--- config.mk ---
export PLATFORM = sky130hd
export DESIGN_NAME = wr_ptr_gray_gen_flat
export DESIGN_NICKNAME = d
export VERILOG_FILES = /design/src/rtl/wr_ptr_gray_gen_if.sv /design/src/rtl/wr_ptr_gray_gen.sv /design/src/flat_wrapper.sv
export SDC_FILE = /design/constraint.sdc
export NUM_CORES = 1
export LEC_CHECK = 0
export ABC_AREA = 1
export CORE_UTILIZATION = 52
export CTS_BUF_LIST = sky130_fd_sc_hd__clkbuf_2 sky130_fd_sc_hd__clkbuf_4 sky130_fd_sc_hd__clkbuf_8
export DETAILED_ROUTE_END_ITERATION = 12
export GPL_ROUTABILITY_DRIVEN = 0
export GPL_TIMING_DRIVEN = 0
export PLACE_DENSITY = 0.86
export SYNTH_ARGS = -nofsm -noshare
export SYNTH_HDL_FRONTEND = slang
export SYNTH_SLANG_ARGS = --single-unit
--- constraint.sdc ---
create_clock -name sys_clk -period 3.1 [get_ports sys_clk]
set_input_delay 0.93 -clock sys_clk [delete_from_list [all_inputs] [get_ports sys_clk]]
set_output_delay 0.93 -clock sys_clk [all_outputs]
set_load 0.01 [all_outputs]
--- src/rtl/wr_ptr_gray_gen_if.sv ---
// Handshake and pointer bundle between the FIFO producer and the write-pointer stage.
// No latency of its own; it only carries wires.
// Backpressure is carried by full/wr_ack; almost_full exists only when ALMOST_FULL_EN is defined.
interface wr_ptr_gray_gen_if #(
    parameter int WIDTH = 8
);
    logic             wr_req;
    logic [WIDTH-1:0] rd_gray_async;
    logic             wr_ack;
    logic [WIDTH-2:0] wr_addr;
    logic [WIDTH-1:0] addr_gray;
    logic             full;
`ifdef ALMOST_FULL_EN
    logic             almost_full;
`endif

    // Producer side: drives requests and the foreign read pointer, observes status.
    modport master (
        output wr_req,
        output rd_gray_async,
        input  wr_ack,
        input  wr_addr,
        input  addr_gray,
        input  full
`ifdef ALMOST_FULL_EN
        ,
        input  almost_full
`endif
    );

    // Pointer stage side.
    modport slave (
        input  wr_req,
        input  rd_gray_async,
        output wr_ack,
        output wr_addr,
        output addr_gray,
        output full
`ifdef ALMOST_FULL_EN
        ,
        output almost_full
`endif
    );
endinterface

--- src/rtl/wr_ptr_gray_gen.sv ---
// Write-side pointer of the async FIFO: binary/Gray write pointer, 2-flop read-pointer sync, registered full.
// wr_ack is combinational; addr_gray/full update on the accepting edge; read advance frees space 3 edges later.
// Refused requests are not buffered; producer holds wr_req. Optional almost_full under macro ALMOST_FULL_EN.
module wr_ptr_gray_gen #(
    parameter int WIDTH = 8
`ifdef ALMOST_FULL_EN
    ,
    parameter int AF_LEVEL = 2
`endif
) (
    input  logic                   sys_clk,
    input  logic                   sys_rst,
    wr_ptr_gray_gen_if.slave       bus
);
    logic [WIDTH-1:0] bin_q;
    logic [WIDTH-1:0] bin_d;
    logic [WIDTH-1:0] gray_q;
    logic [WIDTH-1:0] gray_d;
    logic [WIDTH-1:0] rd_s1_q;
    logic [WIDTH-1:0] rd_s2_q;
    logic             full_q;
    logic             full_d;
    logic             ack;

    // Accept only when space is known and not in reset; full is registered so this is pessimistic, never optimistic.
    assign ack = bus.wr_req & ~full_q & ~sys_rst;

    // Next pointer and its Gray image; full compares against the read pointer with its two top bits inverted.
    always_comb begin
        bin_d  = bin_q + WIDTH'(ack);
        gray_d = bin_d ^ (bin_d >> 1);
        full_d = (gray_d == {~rd_s2_q[WIDTH-1], ~rd_s2_q[WIDTH-2], rd_s2_q[WIDTH-3:0]});
    end

    // Pointer registers; addr_gray is kept as its own flop so the downstream stage sees a glitch-free code.
    always_ff @(posedge sys_clk or posedge sys_rst) begin
        if (sys_rst) begin
            bin_q  <= '0;
            gray_q <= '0;
        end else begin
            bin_q  <= bin_d;
            gray_q <= gray_d;
        end
    end

    // Two-flop synchroniser: the only place the foreign read pointer is sampled.
    always_ff @(posedge sys_clk or posedge sys_rst) begin
        if (sys_rst) begin
            rd_s1_q <= '0;
            rd_s2_q <= '0;
        end else begin
            rd_s1_q <= bus.rd_gray_async;
            rd_s2_q <= rd_s1_q;
        end
    end

    // Registered full flag.
    always_ff @(posedge sys_clk or posedge sys_rst) begin
        if (sys_rst) begin
            full_q <= 1'b0;
        end else begin
            full_q <= full_d;
        end
    end

`ifdef ALMOST_FULL_EN
    localparam int DEPTH = 1 << (WIDTH - 1);
    localparam logic [WIDTH-1:0] AF_THRESH = WIDTH'(DEPTH - AF_LEVEL);

    logic [WIDTH-1:0] rd_bin;
    logic [WIDTH-1:0] occ_d;
    logic             af_q;
    logic             af_d;

    // Gray-to-binary of the synchronised read pointer: bit i is the XOR of all Gray bits at or above i.
    always_comb begin
        rd_bin = '0;
        for (int i = 0; i < WIDTH; i++) begin
            rd_bin[i] = ^(rd_s2_q >> i);
        end
        occ_d = bin_d - rd_bin;
        af_d  = (occ_d >= AF_THRESH);
    end

    // Registered almost-full; occupancy of DEPTH at full keeps it high alongside full.
    always_ff @(posedge sys_clk or posedge sys_rst) begin
        if (sys_rst) begin
            af_q <= 1'b0;
        end else begin
            af_q <= af_d;
        end
    end

    assign bus.almost_full = af_q;
`endif

    assign bus.wr_ack    = ack;
    assign bus.wr_addr   = bin_q[WIDTH-2:0];
    assign bus.addr_gray = gray_q;
    assign bus.full      = full_q;

endmodule

--- src/flat_wrapper.sv ---
// flat-port wrapper written by rule: the top's interface ports become plain ports
module wr_ptr_gray_gen_flat 
#(
    parameter int WIDTH = 8

)
  (sys_clk, sys_rst, bus_wr_req, bus_rd_gray_async, bus_wr_ack, bus_wr_addr, bus_addr_gray, bus_full);
  wr_ptr_gray_gen_if #(.WIDTH(WIDTH)) bus_i ();
  input  logic sys_clk;
  input  logic sys_rst;
  input wire logic [$bits(bus_i.wr_req)-1:0] bus_wr_req;
  input wire logic [$bits(bus_i.rd_gray_async)-1:0] bus_rd_gray_async;
  output wire logic [$bits(bus_i.wr_ack)-1:0] bus_wr_ack;
  output wire logic [$bits(bus_i.wr_addr)-1:0] bus_wr_addr;
  output wire logic [$bits(bus_i.addr_gray)-1:0] bus_addr_gray;
  output wire logic [$bits(bus_i.full)-1:0] bus_full;
  assign bus_i.wr_req = bus_wr_req;
  assign bus_i.rd_gray_async = bus_rd_gray_async;
  assign bus_wr_ack = bus_i.wr_ack;
  assign bus_wr_addr = bus_i.wr_addr;
  assign bus_addr_gray = bus_i.addr_gray;
  assign bus_full = bus_i.full;
  wr_ptr_gray_gen #(.WIDTH(WIDTH)) u_core (.sys_clk(sys_clk), .sys_rst(sys_rst), .bus(bus_i));
endmodule
---- Word level (Yosys, flattened, before mapping) ----
Cells that the tools add are included.
cells by class
  add/sub/neg operators ................... 1
  bitwise logic cells ..................... 7
  equal/unequal tests ..................... 1
operators by type and width
  operator     count
  $add 8x1->8  1
  $eq 8x8->1   1
  $xor 8x7->8  1
  $not 1->1    4
  $and 1x1->1  2
word-level totals
  output and inout port bits .............. 17
  word-level logic and storage cells ...... 14
  input port bits ......................... 11
  flip-flop bits (word level) ............. 33

---- Logic depth before layout (Yosys ltp) ----
Gate-level depths: netlist of the first run.
  depth in word-level cells ............... 6
  mapped depth ............................ 16
  gate-level depth less buffers ........... 16

---- Least setup slack after synthesis of the first run ----
No wires, ideal clock.
  kind .................................... input -> register
  start point ............................. input sys_rst
  end point ............................... register u_core.full_q, in the netlist u_core.bus.full
  setup time .............................. 114 ps
  arrival time ............................ 3021 ps
  path slack .............................. -36 ps
  stages .................................. 15
  data required time ...................... 2986 ps
  path buffers ............................ 0
  path through ............................ inv_1 -> nand2_1 -> nor2_1 -> ha_1 -> nand2_2 -> nor2_4 -> nand2_1 -> nand2_1 -> nand2_2 -> nand2_1 -> nand2_2 -> nand2_1 -> nand2_1 -> nand3_1 -> nor2_1
between the ends
  cells in the longest elaborated chain, start to end .. 5
ends and longest elaborated chain
  item                  RTL line               RTL
  from (decl)           flat_wrapper.sv:10     input logic sys_rst;
  $not 1->1             wr_ptr_gray_gen.sv:26  assign ack = bus.wr_req & ~full_q & ~sys_rst;
  $and 1x1->1           wr_ptr_gray_gen.sv:26
  via bus_wr_ack        flat_wrapper.sv:13     output wire logic [$bits(bus_i.wr_ack)-1:0] bus_wr_ack;
  $add 8x1->8           wr_ptr_gray_gen.sv:30  bin_d = bin_q + WIDTH'(ack);
  via u_core.bin_d[5]   wr_ptr_gray_gen.sv:16  logic [WIDTH-1:0] bin_d;
  $xor 8x7->8           wr_ptr_gray_gen.sv:31  gray_d = bin_d ^ (bin_d >> 1);
  via u_core.gray_d[4]  wr_ptr_gray_gen.sv:18  logic [WIDTH-1:0] gray_d;
  $eq 8x8->1            wr_ptr_gray_gen.sv:32  full_d = (gray_d == {~rd_s2_q[WIDTH-1], ~rd_s2_q[WIDTH-2], rd_s2_q[WIDTH-3:0]});
  via u_core.full_d     wr_ptr_gray_gen.sv:22  logic full_d;
  to (signal assigned)  wr_ptr_gray_gen.sv:62  full_q <= full_d;
  to (decl)             wr_ptr_gray_gen.sv:21  logic full_q;
The timed path passes the listed nets, and every way through them passes these cells.

---- Worst setup path in the final report of the first run ----
  start point ............................. input sys_rst
  end point ............................... output bus_wr_ack
between the ends
  cells in the longest elaborated chain, start to end .. 2
ends and longest elaborated chain
  item         RTL line
  $not 1->1    wr_ptr_gray_gen.sv:26
  $and 1x1->1  wr_ptr_gray_gen.sv:26
  to (decl)    flat_wrapper.sv:13
Every way passes these cells.

==> results of run 1 <==
## cells in the mapped netlist, drive strengths merged
master  instances
o21ai           2
nand3b          4
nand2          66
nor2           10
and2            1
ha              2
nand3          17
dfrtp          32
inv            19
## worst max-delay path, stage by stage
cell             delay, ps
clkdlybuf4s50_1        500
clkinvlp_4             140
nand2_1                 50
nor2_1                 170
dlygate4sd2_1          290
## state kept, by name, summed over array words and instances (netlist names)
register              flops
u_core.bus.full           1
u_core.rd_s1_q            8
u_core.bus.addr_gray      7
u_core.bin_q              8
u_core.rd_s2_q            8
## per-stage QoR
step / hold slack, ps / setup WS, ps
3_3_place_gp: 332.3 / -634.6
2_1_floorplan: 331.2 / 316.8
6_report: 353.1 / 79.48
3_5_place_dp: 337.9 / -645.1
4_1_cts: 357.5 / 100.4
5_1_grt: 362.5 / 40.86
## what timing repair did
| action | 4_1_cts | 5_1_grt |
|---|---|---|
| gates resized for setup | 1 | 0 |
| hold endpoints to repair | 0 | 0 |
| setup endpoints to repair | 2 | 0 |
| hold buffers | 0 | 0 |
| setup buffers | 1 | 0 |
## power by group
part / total [mW] / internal [mW] / leakage, nW / switching [mW]
clock: 0.222 / 0.0921 / 0.0315 / 0.130
combinational: 0.608 / 0.269 / 0.475 / 0.338
sequential: 0.582 / 0.507 / 0.372 / 0.0750
total: 1.41 / 0.868 / 0.879 / 0.543
## layer usage
metal,vias up,part of all wire (%)
met1,512,43
met4,0,1.5
li1,541,-
met3,6,4.0
met2,25,52
met5,-,0
## final cells by class
cell class / instances / share of cell area [%]
multi-input cells: 102 / 28.57
well taps: 30 / 2.154
repair inverters: 1 / 0.2872
clock buffers: 6 / 2.584
repair buffers: 28 / 15.87
inverters: 19 / 4.307
clock inverters: 1 / 0.2872
flip-flops and latches: 32 / 45.94
## worst max-delay path by stage
| stage | startpoint | to | slack (ps) | cells past startpoint |
|---|---|---|---|---|
| floorplan | sys_rst | u_core.bus.full | 320 | 15 |
| global placement | sys_rst | bus_wr_ack | -630 | 5 |
| detailed placement | sys_rst | bus_wr_ack | -650 | 5 |
| CTS | sys_rst | bus_wr_ack | 100 | 5 |
| global route | sys_rst | bus_wr_ack | 40 | 5 |
| finish | sys_rst | bus_wr_ack | 80 | 5 |
## cells by family after synthesis
group	share of synthesized area, %
simple gates	33.79
flops	58.45
buf+inv	5.205
compound gates	0.7299
fa+ha+maj	1.826
==> results.py, run 1 <==
metrics = {
    "timing": {
        "hold_violations": 0,
        "tightest_slew_ps": 731.4,
        "slew_viol_final": 0,
        "fin_crit_sh_pct": 97.44,
        "rsz0062_at_grt": "no",
        "finalCriticalPeriod_ps": 3021,
        "setup_tns_ps": 0,
        "relSlewSlack_pct": 50.97,
        "fmax_mhz": 331.1,
        "skew_ps": 7.673,
        "finalSetupViolCount": 0,
    },
    "grt": {
        "grtUsageMet3_pct": 7.759,
        "gr-max-usage-layer": "met2",
        "grt_use_met2_pct": 39.58,
        "grt_pass1_wl_um": 4298,
        "grt_pass1_vias": 1075,
        "overflow": 0,
        "grt_max_degree": 17,
        "grt.total_usage_pct": 22.71,
        "antenna_found_initial": 0,
        "grt_util_met1_pct": 24.67,
    },
    "critical_path": {
        "worstPathArrival_ps": 2090,
        "end_kind": "output port",
        "reg2reg_to": "u_core.bus.full",
        "timing_worst_setup_path_type": "in2out",
        "rrSetupSlack_ps": 1210,
        "reg2reg_from": "u_core.bus.full",
        "reg2regPathDepth": 13,
        "crit_required_ps": 2170,
        "cp-start-kind": "input pin",
        "worstPathMaxFanout": 3,
    },
    "cells_and_area": {
        "fin_area_um2": 1743,
        "multi_input_area_um2": 498.0,
        "area_growth_pct": 27.21,
        "final_cells": 219,
        "final_cell_mix": "nand2_1, dfrtp_1, clkdlybuf4s50_1, nand3_1, inv_1",
        "seq_area_um2": 800.8,
        "fill_cells": 198,
        "utilization_pct": 70.35,
        "diodes": 0,
        "final_common_cell": "nand2_1",
        "final_layout_size_suffix_gt1_share_pct": 16.40,
        "fin_nets": 202,
    },
    "power": {
        "peakVddDrop_uv": 612.7,
        "powerDensity_nw_per_um2": 809.6,
        "p_leak_nw": 0.8786,
        "design_power_total_mw": 1.411,
    },
    "placed_design": {
        "hpwl_um": 1906,
        "place_inst": 210,
        "portBuffers": 27,
        "place_area_um2": 1682,
    },
    "drt": {
        "vias_per_cell": 4.950,
        "num_vias": 1084,
        "first_pass_iters": 4,
        "drt-initial-drc-count": 16,
        "drt.antenna.violating_nets": 0,
        "wl_per_cell_um": 11.78,
        "drc": 0,
        "wl_um": 2579,
    },
    "cts": {
        "clock_path_buffers": 2,
        "cts.sinks": 32,
        "htreeDepth": 2,
        "cts-root-buf": "clkbuf_4",
        "path_clk_slew_ps": 90,
        "numCtsBuffers": 5,
        "cts_tree": "done",
        "insertion_delay_ps": 330,
    },
    "yosys": {
        "synth_seq_cells": 32,
        "synth_area_um2": 1370,
        "synth_cell_types": 15,
        "ys_seq_area_share_pct": 58.45,
        "synthTopCellsByArea": "dfrtp_1, nand2_1, nand3_1, nand2_2, inv_1",
        "yosys_warnings": 0,
        "synth.top_cell.area_share_pct": 58.45,
        "syn-num-nets": 166,
        "synthCells": 153,
        "synth_area_leader_cell": "dfrtp_1",
        "avgSynthCellArea_um2": 8.955,
    },
    "floorplan": {
        "num_io_pins": 28,
        "placementRows": 18,
        "start_util_pct": 55.30,
        "die_y_um": 53.33,
        "coreArea_um2": 2477,
        "die_x_um": 53.33,
        "dieArea_um2": 2844,
    },
    "worst_hold_path": {
        "worstHoldPathType": "reg2reg",
        "hold_path_end": "u_core.rd_s2_q[7]",
        "hold_path_startpoint": "u_core.rd_s1_q[7]",
        "min_path_cells": 0,
    },
    "status": {
        "outcome": "finished, final reports clean",
    },
    "flow_run": {
        "drv_cap": 0,
    },
}
No activity file was read; power rests on OpenSTA's default activity.
==> run 2: changes to the inputs <==
CORE_MARGIN = 3   (was unset)
==> results.py, run 2 (synthesized netlist as in run 1, its figures left out) <==
metrics = {
    "cells_and_area": {
        "reg.largest.list": "u_core.bin_q x8, u_core.rd_s1_q x8, u_core.rd_s2_q x8",
        "fin_nets": 202,
        "final_cell_mix": "nand2_1, dfrtp_1, clkdlybuf4s50_1, nand3_1, inv_1",
        "area_growth_pct": 29.22,
        "final_layout_size_suffix_gt1_share_pct": 16.84,
        "fill_cells": 174,
        "utilization_pct": 74.99,
        "final_cells": 218,
        "diodes": 0,
        "final_common_cell": "nand2_1",
    },
    "power": {
        "swShare_pct": 36.78,
        "pwr-share-clk_pct": 20.1,
        "seqPwrFrac_pct": 38.5,
        "p_leak_nw": 0.8927,
        "internal_power_mw": 0.9536,
        "combPwrFrac_pct": 41.4,
        "peakVddDrop_uv": 608.8,
        "switchingPower_mw": 0.5547,
        "powerDensity_nw_per_um2": 852.0,
    },
    "critical_path": {
        "path_cells": "clkdlybuf4s50_1 -> clkinvlp_4 -> nand2_1 -> nor2_1 -> dlygate4sd2_1",
        "cpMaxStageDelayCell": "clkdlybuf4s50_1",
        "end_kind": "output port",
        "worstPathArrival_ps": 2080,
        "worstPathMaxFanout": 3,
        "max_stage_delay_ps": 580,
        "cp-start-kind": "input pin",
        "crit_required_ps": 2170,
        "timing_worst_setup_path_type": "in2out",
    },
    "worst_hold_path": {
        "worstHoldPathType": "reg2reg",
    },
    "timing": {
        "fmax_mhz": 332.2,
        "rsz0062_at_grt": "no",
        "holdWs_ps": 348.7,
        "relSlewSlack_pct": 54.46,
        "hold_violations": 0,
        "finalSetupViolCount": 0,
        "slew_viol_final": 0,
        "finalCriticalPeriod_ps": 3010,
        "setup_slack_ps": 90.06,
        "skew_ps": 5.214,
        "tightest_slew_ps": 679.4,
        "fin_crit_sh_pct": 97.09,
    },
    "cts": {
        "htreeDepth": 2,
        "cts_tree": "done",
        "cts.sinks": 32,
        "insertion_delay_ps": 320,
        "clock_path_buffers": 2,
        "numCtsBuffers": 5,
        "cts-root-buf": "clkbuf_4",
        "path_clk_slew_ps": 90,
    },
    "placed_design": {
        "hpwl_um": 2044,
        "pre_cts_slack_ps": -647.1,
        "portBuffers": 27,
        "place_inst": 208,
    },
    "drt": {
        "drt.antenna.violating_nets": 0,
        "first_pass_iters": 4,
        "wl_um": 2695,
        "vias_per_cell": 5.174,
        "drt-initial-drc-count": 38,
        "wl_per_cell_um": 12.36,
        "drc": 0,
        "num_vias": 1128,
    },
    "status": {
        "outcome": "finished, final reports clean",
    },
    "floorplan": {
        "die_x_um": 57.33,
        "placementRows": 17,
        "start_util_pct": 58.03,
        "num_io_pins": 28,
        "coreArea_um2": 2361,
        "die_y_um": 57.33,
        "dieArea_um2": 3287,
    },
    "grt": {
        "antenna_found_initial": 0,
        "grt_pass1_wl_um": 4526,
        "grt_max_degree": 17,
        "grt_pass1_vias": 1141,
        "grt.total_usage_pct": 18.34,
        "overflow": 0,
    },
    "flow_run": {
        "drv_cap": 0,
    },
}
## run 2: cell types whose count changed in the layout (fill, tap and decap cells not counted)
cell	delta
bufinv_16	+1
## run 2: through the flow
step	TNS, ps	power, mW	cell area [um2]
after floorplan	0	0.9417	1374
after global placement	-1529	1.164	1679
after detailed placement	-2290	1.205	1679
after CTS	0	1.514	1770
after global routing	0	1.615	1770
final	0	1.508	1770
## run 2: power groups by stage
stage          Sequential, mW  Clock, mW  Combinational, mW
2_1_floorplan           0.619          0              0.323
6_report                0.581      0.303              0.624
4_1_cts                 0.580      0.312              0.621
3_3_place_gp            0.580          0              0.584
3_5_place_dp            0.589          0              0.615
5_1_grt                 0.595      0.334              0.686
## run 2: path summary, 6_finish.rpt
check | from | to | slack, ps | cells past startpoint
min in group asynchronous | sys_rst | u_core.rd_s2_q[7] | 1110 | 3
setup reg to reg | u_core.bus.full | u_core.bus.full | 1190 | 12
max in group asynchronous | sys_rst | u_core.bus.addr_gray[2] | 1620 | 2
hold / removal | u_core.rd_s1_q[7] | u_core.rd_s2_q[7] | 350 | 0
hold reg to reg | u_core.rd_s1_q[7] | u_core.rd_s2_q[7] | 350 | 0
setup / recovery | sys_rst | bus_wr_ack | 90 | 5
## run 2: layout make-up
type / instances / area, um2 / area share (%)
timing repair inverter: 1 / 5.005 / 0.2827
clock inverter: 2 / 35.03 / 1.979
inverter: 19 / 75.07 / 4.240
timing repair buffer: 28 / 276.5 / 15.62
sequential: 32 / 800.8 / 45.23
clock buffer: 6 / 45.04 / 2.544
tap: 28 / 35.03 / 1.979
multi-input combinational: 102 / 498.0 / 28.13
## run 2: per-layer routing
layer	vias up	track usage (%)	part of all wire (%)
li1	548	-	-
met3	10	6.561	7.4
met5	-	0	0
met2	44	32.79	53
met4	0	8.940	2.2
met1	526	18.84	37
## run 2: timing repair
item | 4_1_cts | 5_1_grt
resized for setup | 1 | 0
buffers inserted | 1 | 0
setup endpoints to repair | 2 | 0
hold buffers | 0 | 0
## run 2: critical path, delay by kind of cell
| family | cells | cell delay [ps] |
|---|---|---|
| buffers and inverters | 3 | 1020 |
| and+or+nand+nor | 2 | 130 |
